File: config.mk
export PLATFORM = sky130hd
export DESIGN_NAME = reaction_timer
export DESIGN_NICKNAME = d
export VERILOG_FILES = /design/src/rtl/reaction_timer_pkg.sv /design/src/rtl/reaction_timer_button_sync_edge.sv /design/src/rtl/reaction_timer.sv
export SDC_FILE = /design/constraint.sdc
export NUM_CORES = 1
export LEC_CHECK = 0
export BUFFER_PORTS_ARGS = -buffer_cell sky130_fd_sc_hd__buf_2
export CORE_MARGIN = 2
export CORE_UTILIZATION = 50
export DETAILED_ROUTE_END_ITERATION = 12
export GPL_ROUTABILITY_DRIVEN = 0
export GPL_TIMING_DRIVEN = 0
export PLACE_DENSITY_LB_ADDON = 0.3
export SLEW_MARGIN = 20
export SYNTH_ARGS = -nofsm -noshare
export SYNTH_HDL_FRONTEND = slang
export SYNTH_HIERARCHICAL = 1
export SYNTH_SLANG_ARGS = --single-unit
File: constraint.sdc
create_clock -name ClockIn -period 2.18 [get_ports ClockIn]
set_input_delay 0.218 -clock ClockIn [delete_from_list [all_inputs] [get_ports ClockIn]]
set_output_delay 0.218 -clock ClockIn [all_outputs]
set_load 0.1 [all_outputs]
File: src/rtl/reaction_timer_pkg.sv
// Shared definitions for the reaction timer: state encoding and default
// counter width.
package reaction_timer_pkg;

    typedef enum logic [1:0] {
        IDLE    = 2'b00,
        ARMED   = 2'b01,
        MEASURE = 2'b10,
        RESULT  = 2'b11
    } state_t;

    localparam int DEFAULT_WIDTH = 11;

endpackage

File: src/rtl/reaction_timer_button_sync_edge.sv
// Player button conditioning: two-flop synchroniser followed by a
// rising-edge detector, giving a one-cycle Press per button press.
module button_sync_edge (
    input  logic ClockIn,
    input  logic CLRN,
    input  logic Button,
    output logic Press
);

    logic sync1_q, sync1_d;
    logic sync2_q, sync2_d;
    logic prev_q,  prev_d;

    // Shift the raw button through the synchroniser and keep the previous value.
    always_comb begin
        sync1_d = Button;
        sync2_d = sync1_q;
        prev_d  = sync2_q;
    end

    // Synchroniser and edge-history registers.
    always_ff @(posedge ClockIn or negedge CLRN) begin
        if (!CLRN) begin
            sync1_q <= 1'b0;
            sync2_q <= 1'b0;
            prev_q  <= 1'b0;
        end else begin
            sync1_q <= sync1_d;
            sync2_q <= sync2_d;
            prev_q  <= prev_d;
        end
    end

    assign Press = sync2_q & ~prev_q;

endmodule

File: src/rtl/reaction_timer.sv
// Reaction timer responder: arms the delay counter, lights the LED on its
// Done, counts cycles until the player presses, and reports the time or a
// false start. Optional best-time tracking is enabled with the macro
// REACTION_BEST_TIME_EN; without it BestTime is a constant all-ones.
module reaction_timer
    import reaction_timer_pkg::*;
#(
    parameter int WIDTH = DEFAULT_WIDTH
) (
    input  logic             ClockIn,
    input  logic             CLRN,
    input  logic             Start,
    input  logic             Stimulus,
    input  logic             Button,
    output logic             DelayEnable,
    output logic             Light,
    output logic [WIDTH-1:0] Time,
    output logic             Valid,
    output logic             FalseStart,
    output logic             Overflow,
    output logic [WIDTH-1:0] BestTime
);

    localparam logic [WIDTH-1:0] TIME_MAX = {WIDTH{1'b1}};

    state_t           state_q, state_d;
    logic [WIDTH-1:0] time_q, time_d;
    logic             valid_q, valid_d;
    logic             false_start_q, false_start_d;
    logic             overflow_q, overflow_d;
    logic             press;

    button_sync_edge u_button (
        .ClockIn (ClockIn),
        .CLRN    (CLRN),
        .Button  (Button),
        .Press   (press)
    );

    // Round sequencing and the saturating reaction-time counter.
    always_comb begin
        state_d       = state_q;
        time_d        = time_q;
        valid_d       = valid_q;
        false_start_d = false_start_q;
        overflow_d    = overflow_q;
        case (state_q)
            IDLE: begin
                if (Start) begin
                    state_d       = ARMED;
                    time_d        = '0;
                    valid_d       = 1'b0;
                    false_start_d = 1'b0;
                    overflow_d    = 1'b0;
                end
            end
            ARMED: begin
                if (press) begin
                    state_d       = RESULT;
                    false_start_d = 1'b1;
                    valid_d       = 1'b0;
                    time_d        = '0;
                end else if (Stimulus) begin
                    state_d = MEASURE;
                    time_d  = '0;
                end
            end
            MEASURE: begin
                if (press) begin
                    state_d = RESULT;
                    valid_d = 1'b1;
                end else if (time_q != TIME_MAX) begin
                    time_d     = time_q + 1'b1;
                    overflow_d = overflow_q | (time_d == TIME_MAX);
                end
            end
            RESULT: begin
                if (Start) begin
                    state_d       = ARMED;
                    time_d        = '0;
                    valid_d       = 1'b0;
                    false_start_d = 1'b0;
                    overflow_d    = 1'b0;
                end
            end
            default: state_d = IDLE;
        endcase
    end

    // Round state and result registers.
    always_ff @(posedge ClockIn or negedge CLRN) begin
        if (!CLRN) begin
            state_q       <= IDLE;
            time_q        <= '0;
            valid_q       <= 1'b0;
            false_start_q <= 1'b0;
            overflow_q    <= 1'b0;
        end else begin
            state_q       <= state_d;
            time_q        <= time_d;
            valid_q       <= valid_d;
            false_start_q <= false_start_d;
            overflow_q    <= overflow_d;
        end
    end

`ifdef REACTION_BEST_TIME_EN
    logic [WIDTH-1:0] best_q, best_d;

    // Capture a new record when a genuine, non-saturated round finishes faster.
    always_comb begin
        best_d = best_q;
        if (state_q == MEASURE && press && !overflow_q && time_q < best_q) begin
            best_d = time_q;
        end
    end

    // Best-time register, cleared to all ones only by reset.
    always_ff @(posedge ClockIn or negedge CLRN) begin
        if (!CLRN) begin
            best_q <= TIME_MAX;
        end else begin
            best_q <= best_d;
        end
    end

    assign BestTime = best_q;
`else
    assign BestTime = TIME_MAX;
`endif

    assign DelayEnable = (state_q == ARMED);
    assign Light       = (state_q == MEASURE);
    assign Time        = time_q;
    assign Valid       = valid_q;
    assign FalseStart  = false_start_q;
    assign Overflow    = overflow_q;

endmodule

Word-level counts from Yosys, hierarchy flattened
Cells that the tools add are included.
Storage, ports and cells
  word-level logic and storage cells: 51
  bits of input ports: 5
  register bits after elaboration: 19
Cells by class
  bitwise logic cells: 3
  muxes and demuxes: 19
  $add $sub $neg: 1
  equal/unequal tests: 11
  reduce and logical (&&, ||, !) cells: 9
Operators with widths (number)
  $mux 11: 5
  $pmux 11 s3: 1
  $add 11x1->11 const B: 1
  $eq 11x11->1 const B: 1
  $ne 11x11->1 const B: 1
  $reduce_and 3->1: 3
  $mux 2: 4
  $ne 2x1->1 const B: 4
  $reduce_and 4->1: 2
  $pmux 2 s3: 1
  $mux 1: 5
  $eq 2x2->1 const B: 2
  $pmux 1 s2: 2
  $reduce_bool 2->1: 2
  $ne 3x2->1 const B: 1
  $pmux 1 s3: 1
  $eq 2x1->1 const B: 1
  $logic_not 2->1: 1
  $ne 2x2->1 const B: 1
  $reduce_or 2->1: 1
  $and 1x1->1: 1
  $not 1->1: 1
  $or 1x1->1: 1

Logic depth before layout (Yosys ltp)
Gate-level depths: netlist of the first run.
  depth after elaboration: 6
  depth in mapped cells: 9

Modules after synthesis
The synthesis of the first run kept the hierarchy.
Modules (own cells, without submodules)
  reaction_timer: seq. area each 400.4 µm², area an instance 1092.3 µm², instances 1, cells an instance 125
  button_sync_edge: seq. area each 75.1 µm², area an instance 88.8 µm², instances 1, cells an instance 4

Worst setup path after synthesis of the first run
OpenSTA, ideal clock, no wires.
  path type: reg-to-reg
  start: register state_q[0]
  end: register overflow_q (netlist: Overflow)
  slack: -647 ps
  path buffers: 1
  required time: 2058 ps
  library setup time: 122 ps
  arrival time: 2705 ps
  cell stages (with the launch flop): 9
  period minus slack after synthesis: 2827 ps
  cells stage by stage: dfrtp_1 inv_1 ha_1 buf_4 inv_1 or4_4 and4b_4 nor4b_1 a22o_1
Between the ends
  elaborated cells on any way between the ends: 10
  classes of those cells: eq/ne: 5; mux: 1; reduce/logical: 4
RTL lines
  from (decl): RTL line reaction_timer.sv:26  | state_t state_q, state_d;
  from (signal assigned): RTL line reaction_timer.sv:99  | state_q <= state_d;
  $eq 2x2->1 (*)
  named net Light: RTL line reaction_timer.sv:16  | output logic Light,
  $ne 2x1->1 (no line) (tied with other cells)
  $reduce_and 4->1 (no line)
  to (signal assigned): RTL line reaction_timer.sv:103  | overflow_q <= overflow_d;
  to (decl): RTL line reaction_timer.sv:30  | logic overflow_q, overflow_d;
Mark *: on every way through the listed nets, which the timed path passes. The rest lies on a longest branch.
A chain may end at the register's enable or synchronous reset.

Worst setup path in the final report of the first run
  start: register state_q[0]
  end: register overflow_q (netlist: Overflow)
Between the ends
  cells in the longest elaborated chain, start to end: 4
  elaborated cells on any way between the ends: 10
  classes of those cells: eq/ne: 5; mux: 1; reduce/logical: 4
Ends and longest elaborated chain
  $eq 2x2->1 / $logic_not 2->1 (equally long branches): RTL line reaction_timer.sv:47  | case (state_q)
  $reduce_or 2->1 (no line)
  $ne 2x1->1 (no line) / $reduce_bool 2->1 (equally long branches)
  $reduce_and 4->1 (no line)
Several ways; a longest one is shown, not always the timed one.

==> run metrics, run 1 <==
Buf/Inv on CP=3; initial antenna violation count=0; Worst-Skew Late Latency=~0.30 ns; Critical-path top delay cell=or4_4; Startpoint Class=flip-flop; most frequent cells in the layout=21 x buf_2, 16 x buf_4, 14 x nand2_1; Setup crit end kind=flip-flop; TritonCTS Buffers=3; Finished Layout Cells=around 200; row count=17; Syn Inst Count=about 130; FF+latch count, synth=19; Port Buffers=20; hold crit path type=input pin to flip-flop; Setup CP Type=flip-flop to flip-flop; final number of max-transition violations=0; DRT Wirelength=approximately 2500 um; max incr delay on CP=between 0.5 and 0.6 ns; full die area=between 2000 and 3000 sq um; register area share after synthesis=about two fifths; Layout Nets=180; global-route wire length before repair=4450 um; Root Driver=clkbuf_4; Yosys Warn Count=6; VDD IR max=around 0.99 mV; worst clock skew=roughly 0.0056 ns; drc violations=0; largest net degree at the start of global routing=20; Max Cap Viol=0; I/O pin count=32; antenna viol nets, final=0; TritonCTS clock tree=built; Core ar.=about 2200 sq um; cell count after placement=about 190; footprint of the multi-input gates=641 sq um; crit path max fanout=9; Max Buffers Root-to-Sink=2; area grow syn2layout=25.1%; Initial Util=a little over half; Worst Path Arrival=roughly 2.3 ns; via count=1,033; Mean Syn Cell Area=around 9.2 sq um; Leak=approximately 0.67 nW; grt ovf=0; Post-Place Setup Slack=between 0.08 and 0.09 ns; fill count=roughly 200; Reg area=around 500 sq um; clk slew on worst S/H paths=0.12 ns; EDFF count, synth=0; H-Tree Depth=1; PnR worst setup slack=between 0.09 and 0.1 ns; Die Y=52.6 um; asr flop ratio synth=100%; Final Setup Violations=0; FMAX=480 MHz; final hold vios=0; fin crit period=approximately 2.1 ns; RSZ-0062 raised after global routing=false; Most used DFF post-synth=dfrtp_1; Netlist Area Pre-Place=roughly 1200 sq um; crit-path most repeated cell=inv_2; DR iter-0 viols=21; Post-DP Area=between 1000 and 1500 sq um; period utilisation layout=a little over nine tenths; CP top delay family=simple AND/OR/NAND/NOR gates; post-synthesis cell type count=~40; fraction of layout cells with a size suffix above 1=roughly 38%; WL/cell=about 13 um; clock sinks=19; DR pass1 iterations=5; vias in the first global route=roughly 1,000; critical path, cell by cell=inv_2 -> ha_4 -> buf_6 -> inv_2 -> or4_4 -> and4b_4 -> nor4b_1 -> a22o_1; Power Density=~1100 nW/um^2; number of inserted diodes=0; status=finished, final reports clean; Die W=52.6 um; minimum hold slack=between 0.015 and 0.02 ns; Worst EP required=approximately 2.4 ns; fin area=around 1500 sq um; DP HPWL=approximately 1800 um; Overall Global Routing Usage=21.5%; commonest non-fill, non-tap cell in the layout=buf_2; DR vias/cell=between 5 and 6
==> report_power, final <==
group / internal [mW] / switching (mW) / total, mW
Sequential: 0.410 / 0.0505 / 0.460
Combinational: 0.271 / 0.705 / 0.976
Clock: 0.0682 / 0.114 / 0.182
==> through the flow <==
step	total power, mW	utilization [%]	TNS [ns]
2_1_floorplan	1.25	-	-0.0276
3_3_place_gp	1.37	62.7	0
3_5_place_dp	1.39	62.7	0
4_1_cts	1.58	64.4	0
5_1_grt	1.73	66.2	0
6_report	1.62	66.2	0
==> worst register-to-register path, stage by stage (launching register included) <==
cell     delay, ns
dfrtp_1       0.42
inv_2         0.09
ha_4          0.14
buf_6         0.12
inv_2         0.09
or4_4         0.57
and4b_4       0.20
nor4b_1       0.14
a22o_1        0.21
==> Yosys cell counts, types with 2 or more instances <==
master | count | area share (%)
a21oi_1 | 8 | 3.4
and2_1 | 2 | 1.1
buf_2 | 2 | 0.85
buf_4 | 12 | 7.6
dfrtp_1 | 19 | 40
ha_1 | 5 | 5.3
inv_1 | 7 | 2.2
nand2_1 | 14 | 4.4
nand2b_1 | 2 | 1.1
nand3_1 | 6 | 2.5
nor2_1 | 3 | 0.95
o211ai_1 | 2 | 1.3
o21ai_0 | 13 | 5.5
o31ai_1 | 4 | 2.5
or3_1 | 3 | 1.6
xnor2_1 | 2 | 1.5
==> kinds of logic after synthesis <==
kind of cell	synth area share, %
compound gates	16.0
xor+xnor	2.22
fa+ha+maj	5.30
buf+inv	11.0
flops	40.3
mux	0.847
other cells	0.317
simple gates	24.0
==> sequential cells by signal (all words and copies together) (netlist names) <==
signal,flops
Valid,1
u_button/prev_q,1
Overflow,1
u_button/sync1_q,1
state_q,2
Time,11
FalseStart,1
u_button/prev_d,1
==> layer usage <==
metal  GRT usage [%]  vias up  wire (um)
met5               0        -          0
met4            6.41        0         22
met3            2.57        4        128
met2            36.7       33       1210
met1            28.2      478       1180
li1                -      518          -
==> cell type report <==
| class | count | share of cell area, % |
|---|---|---|
| clock inverters | 1 | 0.339 |
| inverters | 7 | 1.78 |
| multi-input cells | 98 | 43.4 |
| plain buffers | 15 | 7.45 |
| well taps | 28 | 2.37 |
| flip-flops and latches | 19 | 33.2 |
| repair buffers | 26 | 9.99 |
| clock buffers | 3 | 1.52 |
==> what timing repair did <==
item,4_1_cts,5_1_grt
setup buffers,0,5
hold endpoints to repair,19,0
hold buffers,1,0
resized for setup,0,1
endpoints found under the setup margin,0,7
==> path summary, 6_finish.rpt <==
check | start | endpoint | slack, ns | depth (start not counted)
max | state_q[0] | Overflow | 0.1 | 8
min | Button | u_button/sync1_q | 0.02 | 1
max reg2reg | state_q[0] | Overflow | 0.1 | 8
min reg2reg | u_button/sync1_q | u_button/prev_d | 0.37 | 0
max in group asynchronous | CLRN | Time[0] | 1.48 | 2
min in group asynchronous | CLRN | Time[8] | 0.37 | 2
Note: power is estimated with default switching activity, not from simulation.
==> inputs of run 2 (changes only) <==
- REMOVE_ABC_BUFFERS: default -> 1
==> run metrics, run 2 (same netlist as run 1, synthesis figures left out) <==
critical path, cell by cell=inv_1 -> ha_4 -> clkinvlp_4 -> or4_4 -> and4b_4 -> nor4b_1 -> a22o_1; DP HPWL=1680 um (-9.1%); DR vias/cell=5.44 (+3.7%); met2 Resource Use GR=31.5% (-5.2 points); DRT Wirelength=2400 um (-5.6%); grt ovf=0 (unchanged); footprint of the multi-input gates=636 sq um (-0.78%); Max Cap Viol=0 (unchanged); WL/cell=13.2 um (+2.8%); CP startpoint=state_q[0]; Overall Global Routing Usage=20.3% (-1.2 points); most frequent cells in the layout=20 x buf_2, 19 x dfrtp_1, 14 x nand2_1; commonest non-fill, non-tap cell in the layout=buf_2; Post-DP Area=1250 sq um (-11%); RR Endpoint=Overflow; Reg area=475 sq um (-3.1%); number of flip-flops in the largest register=11 (unchanged); final hold vios=0 (unchanged); drc violations=0 (unchanged); Worst-Skew Late Latency=0.31 ns (about the same); FF-to-FF path depth=7 (-1); fin area=1350 sq um (-9.0%); TritonCTS clock tree=built; Util after Layout=60.2% (-5.9 points); Buf/Inv on CP=2 (-1); fill count=212 (+3.9%); DR pass1 iterations=4 (-1); CP top delay family=simple AND/OR/NAND/NOR gates; worst clock skew=0.00736 ns (+0.00180 ns); r2r startpoint=state_q[0]; Startpoint Class=flip-flop; Final Setup Violations=0 (unchanged); I/O pin count=32 (unchanged); clk slew on worst S/H paths=0.11 ns (about the same); Power Density=1150 nW/um^2 (+5.4%); number of inserted diodes=0 (unchanged); switching part of the total=54.8% (+1.1 points); largest net degree at the start of global routing=20 (unchanged); initial antenna violation count=0 (unchanged); Setup crit end kind=flip-flop; Setup CP Type=flip-flop to flip-flop; area grow syn2layout=13.9%; Setup TNS=0 ns (unchanged); antenna viol nets, final=0 (unchanged); gr busiest metal=met2; Worst Path Arrival=2.31 ns (+0.03 ns); Die W=52.6 um (unchanged); hold crit path type=input pin to flip-flop; full die area=2770 sq um (unchanged); vias in the first global route=857 (-16%); Critical Path Sink=Overflow; Critical-path top delay cell=or4_4; fraction of layout cells with a size suffix above 1=24.2% (-14 points); PnR worst setup slack=0.0813 ns (-0.0138 ns); max incr delay on CP=0.57 ns (about the same); Max Buffers Root-to-Sink=2 (unchanged); period utilisation layout=96.3% (+0.63 points); Die Y=52.6 um (unchanged); Leak=0.620 nW (-8.1%); final number of max-transition violations=0 (unchanged); RSZ-0062 raised after global routing=false; R2R setup slack=0.08 ns (about the same); via count=984 (-4.7%); register share of total power=28.8% (+0.4 points); clock sinks=19 (unchanged); Post-Place Setup Slack=-0.173 ns (-0.262 ns); row count=17 (unchanged); TritonCTS Buffers=3 (unchanged); fin crit period=2.10 ns (+0.0138 ns); Layout Nets=164 (-8.9%); Stages on worst setup path=7 (-1); Pint=702 uW (-6.2%); Port Buffers=20 (unchanged); status=finished, final reports clean; FMAX=476 MHz (-0.66%); logic gate share of total power=59.2% (-1.1 points); Clock power frac=11.9% (+0.6 points); Initial Util=52.9% (unchanged); H-Tree Depth=1 (unchanged); global-route wire length before repair=4000 um (-10%); DR iter-0 viols=20 (-4.8%); sw power=852 uW (-2.1%); global-route track usage on met3=3.43% (+0.86 points); Root Driver=clkbuf_4; GR Util met1=28.0% (-0.16 points); Worst EP required=2.39 ns (+0.02 ns); crit path max fanout=10 (+1); Core ar.=2230 sq um (unchanged); VDD IR max=0.953 mV (-4.0%)
run 2: cell count changes in the layout (fill, tap and decap cells not counted), moves of 2 or more:
| cell | delta |
|---|---|
| buf_4 | -13 |
| dfrtp_1 | +8 |
| dfrtp_2 | -6 |
| dfrtp_4 | -2 |
| inv_2 | -2 |
run 2: area by class of cell:
type,count,area share (%)
clock buffers,4,1.95
multi-input cells,98,47.3
repair buffers,25,10.6
well taps,28,2.60
flip-flops and latches,19,35.3
inverters,7,2.23
run 2: worst min-delay path by stage:
stage / from / endpoint / cells past startpoint
2_1_floorplan: CLRN / FalseStart / 0
3_3_place_gp: CLRN / FalseStart / 1
3_5_place_dp: CLRN / FalseStart / 1
4_1_cts: Button / u_button/sync1_q / 1
5_1_grt: Start / FalseStart / 4
6_report: Start / FalseStart / 4
run 2: worst min-delay path: stages:
cell     delay, ns
buf_2         0.08
nand2_1       0.04
nand2_1       0.05
o21ai_0       0.07
run 2: repair_timing:
| item | in CTS | in global routing |
|---|---|---|
| endpoints found under the hold margin | 19 | 1 |
| setup endpoints to repair | 11 | 9 |
| buffers inserted | 3 | 0 |
| resized for setup | 2 | 3 |
| hold buffers | 1 | 1 |
run 2: metal layers:
metal	wire length, um	vias up
met1	1110	461
li1	-	479
met5	0	-
met2	1090	37
met3	138	7
met4	57	0
run 2: per-stage QoR:
stage	power [mW]	hold WS, ns	cells
after floorplan	1.16	-0.0776	124
after global placement	1.28	0.177	172
after detailed placement	1.29	0.191	172
after CTS	1.52	0.00279	180
after global routing	1.65	0.202	181
final	1.55	0.190	181
run 2: power by group through the flow:
| stage | clock (mW) | sequential (mW) | combinational (mW) |
|---|---|---|---|
| finish | 0.186 | 0.447 | 0.920 |
| global route | 0.207 | 0.456 | 0.991 |
| CTS | 0.193 | 0.444 | 0.880 |
| detailed placement | 0 | 0.451 | 0.840 |
| global placement | 0 | 0.446 | 0.831 |
| floorplan | 0 | 0.641 | 0.517 |
==> inputs of run 3 (changes only) <==
- ABC_AREA: default -> 1
==> run metrics, run 3 <==
status=finished, final reports clean; Power Density=1120 nW/um^2 (-2.7%); largest net degree at the start of global routing=20 (unchanged); initial antenna violation count=0 (unchanged); Initial Util=52.9% (+0.056 points); asr flop ratio synth=100% (unchanged); clk slew on worst S/H paths=0.11 ns (about the same); Post-DP Area=1260 sq um (+0.90%); most frequent cells in the layout=37 x nand2_1, 23 x inv_1, 20 x buf_2; Layout Nets=190 (+16%); fin crit period=1.83 ns (-0.269 ns); FF-to-FF path depth=13 (+6); Synth top area share=40.6% (+0.34 points); RSZ-0062 raised after global routing=false; FMAX=547 MHz (+15%); Syn Inst Count=155 (+20%); final number of max-transition violations=0 (unchanged); clock sinks=19 (unchanged); logic gate share of total power=57.3% (-1.9 points); Mean Syn Cell Area=7.56 sq um (-17%); CTS resizes=0 (-2); most frequent cell after synthesis=nand2_1; Core ar.=2210 sq um (-0.95%); Netlist Area Pre-Place=1170 sq um (-0.85%); footprint of the multi-input gates=552 sq um (-13%); Setup TNS=0 ns (unchanged); final hold vios=0 (unchanged); number of flip-flops in the largest register=11 (unchanged); Startpoint Class=flip-flop; hold crit path type=input pin to flip-flop; DR vias/cell=4.78 (-12%); fraction of layout cells with a size suffix above 1=19.0% (-5.2 points); Setup CP Type=flip-flop to output pin; fin area=1300 sq um (-3.5%); period utilisation layout=83.9% (-12 points); number of inserted diodes=0 (unchanged); TritonCTS clock tree=built; worst clock skew=0.00588 ns (-0.00148 ns); drc violations=0 (unchanged); register share of total power=30.2% (+1.4 points); synth cell count leaders=37 x nand2_1, 23 x inv_1, 19 x dfrtp_1; Port Buffers=20 (unchanged); Worst EP required=1.96 ns (-0.43 ns); PnR worst setup slack=0.351 ns (+0.269 ns); VDD IR max=1.06 mV (+11%); H-Tree Depth=1 (unchanged); DR pass1 iterations=4 (unchanged); global-route wire length before repair=3800 um (-5.0%); DRT Wirelength=2230 um (-7.1%); Finished Layout Cells=207 (+14%); Overall Global Routing Usage=18.9% (-1.4 points); via count=989 (+0.51%); Max Buffers Root-to-Sink=2 (unchanged); commonest non-fill, non-tap cell in the layout=nand2_1; row count=17 (unchanged); Worst-Skew Late Latency=0.30 ns (about the same); Die Y=52.4 um (-0.40%); Most used DFF post-synth=dfrtp_1; post-synthesis cell type count=22 (-46%); top cell type by total area after synthesis=dfrtp_1; DP HPWL=1710 um (+2.0%); Post-Place Setup Slack=0.403 ns (+0.577 ns); area grow syn2layout=10.8%; I/O pin count=32 (unchanged); Reg area=475 sq um (unchanged); Worst Path Arrival=1.61 ns (-0.70 ns); WL/cell=10.8 um (-19%); crit path max fanout=6 (-4); fill count=219 (+3.3%); Setup crit end kind=output pin; cell count after placement=202 (+17%); top post-synthesis cells by area=dfrtp_1 41%, nand2_1 12%, inv_1 7.4%; grt ovf=0 (unchanged); antenna viol nets, final=0 (unchanged); Root Driver=clkbuf_4; Pint=627 uW (-11%); total power=1.46 mW (-6.1%); hold path depth=1 (-3); Die W=52.4 um (-0.40%); Max Cap Viol=0 (unchanged); vias in the first global route=893 (+4.2%); Leak=0.685 nW (+11%); Clock power frac=12.5% (+0.6 points); Final Setup Violations=0 (unchanged); DR iter-0 viols=14 (-30%); switching part of the total=57.0% (+2.2 points); Yosys Warn Count=6 (unchanged); sw power=831 uW (-2.4%); FF+latch count, synth=19 (unchanged); EDFF count, synth=0 (unchanged); full die area=2750 sq um (-0.80%); TritonCTS Buffers=3 (unchanged); register area share after synthesis=40.6% (+0.34 points)
[run 3: area by class of cell]
type                       count  share of cell area [%]
multi-input combinational    110                    42.5
sequential                    19                    36.6
timing repair buffer          21                    8.49
inverter                      25                    7.62
tap                           28                    2.70
clock buffer                   4                    2.03
[run 3: power by group through the flow]
stage          sequential [mW]  combinational, mW  clock, mW
2_1_floorplan            0.636              0.518          0
3_3_place_gp             0.443              0.820          0
3_5_place_dp             0.446              0.833          0
4_1_cts                  0.440              0.837      0.186
5_1_grt                  0.450              0.899      0.200
6_report                 0.440              0.836      0.183
[run 3: metrics by stage]
step                      utilization (%)  hold slack, ns
after floorplan                         -         -0.0776
after global placement               57.0           0.175
after detailed placement             57.0           0.184
after CTS                            58.7          0.0181
after global routing                 58.7         0.00566
final                                58.7          0.0222
[run 3: critical path, stage by stage (launching register included)]
cell and delay (ns):
dfrtp_1 0.42, inv_1 0.09, ha_1 0.32, buf_2 0.49
[run 3: worst paths after layout]
kind	from	endpoint	slack, ns
max	state_q[0]	Light	0.35
min in group asynchronous	CLRN	Time[7]	0.37
min	Button	u_button/sync1_q	0.02
max in group asynchronous	CLRN	state_q[1]	1.51
max reg2reg	state_q[0]	Time[2]	0.37
min reg2reg	u_button/sync1_q	u_button/prev_d	0.37
[run 3: logic make-up (layout without fill, tap and decap cells)]
| kind of cell | count (synthesis) | in the layout | synth area share, % |
|---|---|---|---|
| DFF | 19 | 19 | 40.6 |
| and+or+nand+nor | 75 | 75 | 29.4 |
| other | 1 | 11 | 0.320 |
| AOI/OAI and AO/OA | 19 | 19 | 8.87 |
| adders and majority gates | 5 | 5 | 5.34 |
| buffers and inverters | 36 | 50 | 15.5 |
[run 3: timing repair]
item,CTS,global route
endpoints found under the setup margin,0,0
endpoints found under the hold margin,19,0
setup buffers,0,0
hold buffers,1,0
[run 3: per-layer routing]
metal	up-vias	global-route usage [%]	part of all wire, %
li1	511	-	-
met1	453	23.4	46
met2	23	32.7	49
met3	2	3.43	4.1
met4	0	6.41	0.76
met5	-	0	0
